<file path="src/rtl/fetch_unit.sv">
// Purpose : instruction fetch stage; issues a req/ack word read for an aligned PC and latches the result into IR.
// Latency : fetch_start to ir_valid is 2 cycles with a zero-wait ack, plus 1 cycle per wait state; timeout after TIMEOUT req cycles.
// Backpr. : a single fetch is in flight at a time; fetch_start outside IDLE is dropped, never queued; flush aborts immediately.
//
// Ports:
//   i_clka, i_reset              clock, async active-low reset
//   i_fetch_start, i_pc_in       fetch command and byte address (bit 0 must be 0)
//   i_flush                      abort fetch, invalidate IR
//   o_mem_req, o_mem_addr        read request and word address to instruction memory
//   i_mem_rdata, i_mem_ack       read data and acknowledge
//   o_ir_out, o_ir_valid         instruction register and its valid flag
//   o_opcode, o_imm_out          decoded fields of IR
//   o_fetch_busy, o_fetch_err    request in progress / one-cycle error pulse
module fetch_unit #(
  parameter int PC_BITS    = 6,
  parameter int INSTR_BITS = 16,
  parameter int TIMEOUT    = 15
) (
  input  logic                  i_clka,
  input  logic                  i_reset,
  input  logic                  i_fetch_start,
  input  logic                  i_flush,
  input  logic [PC_BITS-1:0]    i_pc_in,
  output logic                  o_mem_req,
  output logic [PC_BITS-2:0]    o_mem_addr,
  input  logic [INSTR_BITS-1:0] i_mem_rdata,
  input  logic                  i_mem_ack,
  output logic [INSTR_BITS-1:0] o_ir_out,
  output logic                  o_ir_valid,
  output logic [3:0]            o_opcode,
  output logic [PC_BITS-1:0]    o_imm_out,
  output logic                  o_fetch_busy,
  output logic                  o_fetch_err
);

  localparam int CW = (TIMEOUT > 2) ? $clog2(TIMEOUT) : 1;
  localparam logic [CW-1:0] CNT_LAST = CW'(TIMEOUT - 1);

  typedef enum logic [1:0] {
    S_IDLE = 2'd0,
    S_REQ  = 2'd1,
    S_ERR  = 2'd2
  } state_t;

  state_t                r_state;
  state_t                w_next;
  logic [PC_BITS-2:0]    r_mem_addr;
  logic [INSTR_BITS-1:0] r_ir;
  logic                  r_ir_valid;
  logic [CW-1:0]         r_cnt;

  logic w_load_addr;
  logic w_load_ir;
  logic w_set_valid;
  logic w_clr_valid;
  logic w_cnt_clr;
  logic w_cnt_inc;

  always_ff @(posedge i_clka or negedge i_reset) begin
    if (!i_reset) begin
      r_state <= S_IDLE;
    end else begin
      r_state <= w_next;
    end
  end

  always_comb begin
    w_next      = r_state;
    w_load_addr = 1'b0;
    w_load_ir   = 1'b0;
    w_set_valid = 1'b0;
    w_clr_valid = 1'b0;
    w_cnt_clr   = 1'b0;
    w_cnt_inc   = 1'b0;
    if (i_flush) begin
      // Flush beats ack, start and timeout alike; no error pulse.
      w_next      = S_IDLE;
      w_clr_valid = 1'b1;
    end else begin
      case (r_state)
        S_IDLE: begin
          if (i_fetch_start) begin
            if (i_pc_in[0]) begin
              // Misaligned: error only, IR and its valid flag untouched.
              w_next = S_ERR;
            end else begin
              w_next      = S_REQ;
              w_load_addr = 1'b1;
              w_cnt_clr   = 1'b1;
              w_clr_valid = 1'b1;
            end
          end
        end
        S_REQ: begin
          // Ack is checked first so a last-cycle ack still completes.
          if (i_mem_ack) begin
            w_next      = S_IDLE;
            w_load_ir   = 1'b1;
            w_set_valid = 1'b1;
          end else if (r_cnt == CNT_LAST) begin
            w_next = S_ERR;
          end else begin
            w_cnt_inc = 1'b1;
          end
        end
        S_ERR:   w_next = S_IDLE;
        default: w_next = S_IDLE;
      endcase
    end
  end

  always_ff @(posedge i_clka or negedge i_reset) begin
    if (!i_reset) begin
      r_mem_addr <= '0;
      r_ir       <= '0;
      r_ir_valid <= 1'b0;
      r_cnt      <= '0;
    end else begin
      if (w_load_addr) r_mem_addr <= i_pc_in[PC_BITS-1:1];
      if (w_load_ir)   r_ir       <= i_mem_rdata;
      if (w_cnt_clr)        r_cnt <= '0;
      else if (w_cnt_inc)   r_cnt <= r_cnt + 1'b1;
      if (w_clr_valid)      r_ir_valid <= 1'b0;
      else if (w_set_valid) r_ir_valid <= 1'b1;
    end
  end

  // Control outputs are pure decodes of the state register.
  assign o_mem_req    = (r_state == S_REQ);
  assign o_fetch_busy = (r_state == S_REQ);
  assign o_fetch_err  = (r_state == S_ERR);
  assign o_mem_addr   = r_mem_addr;
  assign o_ir_out     = r_ir;
  assign o_ir_valid   = r_ir_valid;
  assign o_opcode     = r_ir[INSTR_BITS-1 -: 4];
  assign o_imm_out    = r_ir[PC_BITS-1:0];

endmodule

</file>
<file path="config.mk">
export PLATFORM = sky130hd
export DESIGN_NAME = fetch_unit
export DESIGN_NICKNAME = d
export VERILOG_FILES = /design/src/rtl/fetch_unit.sv
export SDC_FILE = /design/constraint.sdc
export NUM_CORES = 1
export LEC_CHECK = 0
export ABC_AREA = 1
export CORE_ASPECT_RATIO = 0.6
export CORE_MARGIN = 2
export CORE_UTILIZATION = 45
export CTS_CLUSTER_SIZE = 10
export DETAILED_ROUTE_END_ITERATION = 6
export MAX_ROUTING_LAYER = met4
export PLACE_DENSITY_LB_ADDON = 0.08
export SLEW_MARGIN = 20
export SYNTH_ARGS = -nofsm -noshare
export SYNTH_HDL_FRONTEND = slang
export SYNTH_SLANG_ARGS = --single-unit
</file>
<file path="constraint.sdc">
create_clock -name i_clka -period 1.75 [get_ports i_clka]
set_input_delay 0.35 -clock i_clka [delete_from_list [all_inputs] [get_ports i_clka]]
set_output_delay 0.35 -clock i_clka [all_outputs]
set_load 0.02 [all_outputs]
</file>
==> out/results.tsv <==
metric	value	unit
# nets final	241	
combinational power share	0.438	
Initial DRC Count	56	
Fmax	611.0	MHz
max-slew violation count	0	
top cells by area, synth	dfrtp_1 49%, o21ai_2 12%, nand2_1 9.4%	
io pins	62	
delay-heaviest family, CP	buffers and inverters	
Static Leakage	1.037	nW
Port Buf Inserts	61	
Reg2Reg Depth	6	
sequential element share of the synthesized area	0.4874	
status	complete, no violations	
CTS Sinks	28	
Seq. cell area	700.7	um^2
RSZ-0062 raised after global routing	false	
crit share post-route	0.9352	
Reg power frac	0.391	
GR Overflow Total	0	
relative slew slack	0.7700	
Final Critical Period	1.637	ns
Reg clk slew, reported paths	0.09	ns
Yosys warning total	0	
vias per cell	4.451	
Levels on crit path	1	
Yosys top cell by area	dfrtp_1	
clock latency on the worst-skew pair	0.27	ns
clock power share	0.171	
Hold WS	0.4387	ns
Mapped Cells	157	
sw frac	0.3505	
Crit-path slowest cell	clkdlybuf4s50_1	
Max Cap Viol	0	
vias in the first global route	1071	
slew at the pin closest to its max-slew limit	0.3450	ns
CTS Buf Count	3	
Placed Area	2016	um^2
Worst Hold Class	input pin to async pin	
Int Power	0.001497	W
Root Driver	clkbuf_8	
WS Path Type	register to output pin	
Row Count	15	
startpoint types	register	
antenna violations before repair	0	
first-pass GRT wire length	4781	um
Final TNS setup	0	ns
Worst Path Required	1.40	ns
Vias	1126	
DR DRC count	0	
htree depth	1	
most frequent cells in the layout	58 x clkdlybuf4s50_1, 36 x nand2_1, 31 x inv_1	
flops & latches, synth	28	
WP data arrival	1.29	ns
CTS tree	done	
Avg Cell Area, Syn	9.157	um^2
total die area	3678	um^2
Peak supply drop	0.6605	mV
Multi-input gate area	489.2	um^2
Fin Clk Skew	0.002178	ns
Yosys top cell area share	0.4874	
final wirelength	2896	um
Initial Util	0.4879	
PnR Total Power	0.002305	W
Pre-antenna DRT Iters	4	
Die Ht	47.78	um
post-route cell area	2067	um^2
Max FO, Critical Path	3	
Worst Setup End Kind	output pin	
layout cells sized above 1	0.1564	
number of hold violations in the final report	0	
Post-CTS Setup Inserts	0	
CP peak stage delay	0.62	ns
total global-route track usage	0.1752	
Detailed Place HPWL	2222	um
core box area	2947	um^2
Final Wtd Congestion	0.8622	
PwrDens	1115	nW/um^2
commonest non-fill, non-tap cell in the layout	clkdlybuf4s50_1	
die width	76.97	um
switching pwr	0.0008079	W
Routed Antenna Nets	0	
Synth cell types	17	
Layout Area Growth over Synthesis	43.78	%
fill cell count	236	
final-report setup violation count	0	
CTS max path bufs	2	
Mapped Area	1438	um^2
antenna fix cells	0	
syn nets	186	
largest net degree at the start of global routing	29	
crit path cell chain	clkdlybuf4s50_1	
per-cell routed wire length	11.45	um
Bufs and invs on worst path	1	
## synth_stat cells, drive strengths merged
master,number
nand2,36
inv,32
dfrtp,28
o21ai,23
buf,15
nand3,11
nor2,7
ha,2
nand4,2
xor2,1
## repair_timing
action	4_1_cts	5_1_grt
gates resized for setup	3	0
endpoints found under the setup margin	3	0
hold buffers	0	0
## registers in the layout, summed over array words and instances, names as in the netlist
register and count:
o_ir_out 16, o_mem_addr 5, o_ir_valid 1, r_cnt 4, r_state 2
## power by group through the flow
stage / Combinational (W) / Clock [W] / Sequential [W]
2_1_floorplan: 0.000416 / 0 / 0.00107
3_3_place_gp: 0.00101 / 0 / 0.000901
3_5_place_dp: 0.00102 / 0 / 0.000912
4_1_cts: 0.00102 / 0.000401 / 0.000904
5_1_grt: 0.00108 / 0.000432 / 0.000924
6_report: 0.00101 / 0.000394 / 0.000902
## worst register-to-register path, stage by stage, from the launching register on
cell and delay [ns]:
dfrtp_1 0.43, inv_1 0.09, ha_1 0.20, nand3_1 0.09, nand3_1 0.23, nand3_1 0.18
nand2_1 0.06
## final cells by class
| class | instances | share of cell area |
|---|---|---|
| clock buffer | 4 | 0.02663 |
| inverter | 32 | 0.05811 |
| sequential | 28 | 0.3390 |
| multi-input combinational | 82 | 0.2367 |
| timing repair buffer | 65 | 0.3142 |
| tap | 42 | 0.02542 |
## logic make-up (layout without fill, tap and decap cells)
logic type	after synthesis	in the layout	share of synthesized area
and+or+nand+nor	56	56	0.1871
buffers and inverters	47	101	0.1723
DFF	28	28	0.4874
AOI/OAI and AO/OA	23	23	0.1297
adders and majority gates	2	2	0.01740
xor gates and xnor gates	1	1	0.006093
## stage by stage
step | instances | setup WS [ns] | util
6_report | 253 | 0.1134 | 0.7015
5_1_grt | 253 | 0.04596 | 0.7015
4_1_cts | 253 | 0.09628 | 0.7015
3_5_place_dp | 249 | 0.1027 | 0.6841
3_3_place_gp | 249 | 0.1841 | 0.6841
2_1_floorplan | 157 | 0.5540 | -
## metal layers
| layer | routed length (um) | vias to the layer above | track usage | share of wire |
|---|---|---|---|---|
| li1 | - | 576 | - | - |
| met1 | 1266 | 511 | 0.2050 | 0.44 |
| met2 | 1404 | 39 | 0.3175 | 0.48 |
| met3 | 225 | 0 | 0.06226 | 0.078 |
| met4 | 0 | 0 | 0.01071 | 0 |
| met5 | 0 | - | - | 0 |
## path summary, 6_finish.rpt
check	to	slack [ns]	start
hold reg to reg	o_ir_out[10]	0.50	o_ir_out[10]
max in group asynchronous	o_ir_out[1]	1.05	i_reset
setup reg to reg	r_cnt[3]	0.37	r_cnt[0]
setup / recovery	o_imm_out[3]	0.11	o_ir_out[3]
hold / removal	o_mem_addr[3]	0.44	i_reset
min in group i_clka	o_ir_out[10]	0.50	o_ir_out[10]
No activity file was read; power rests on OpenSTA's default activity.
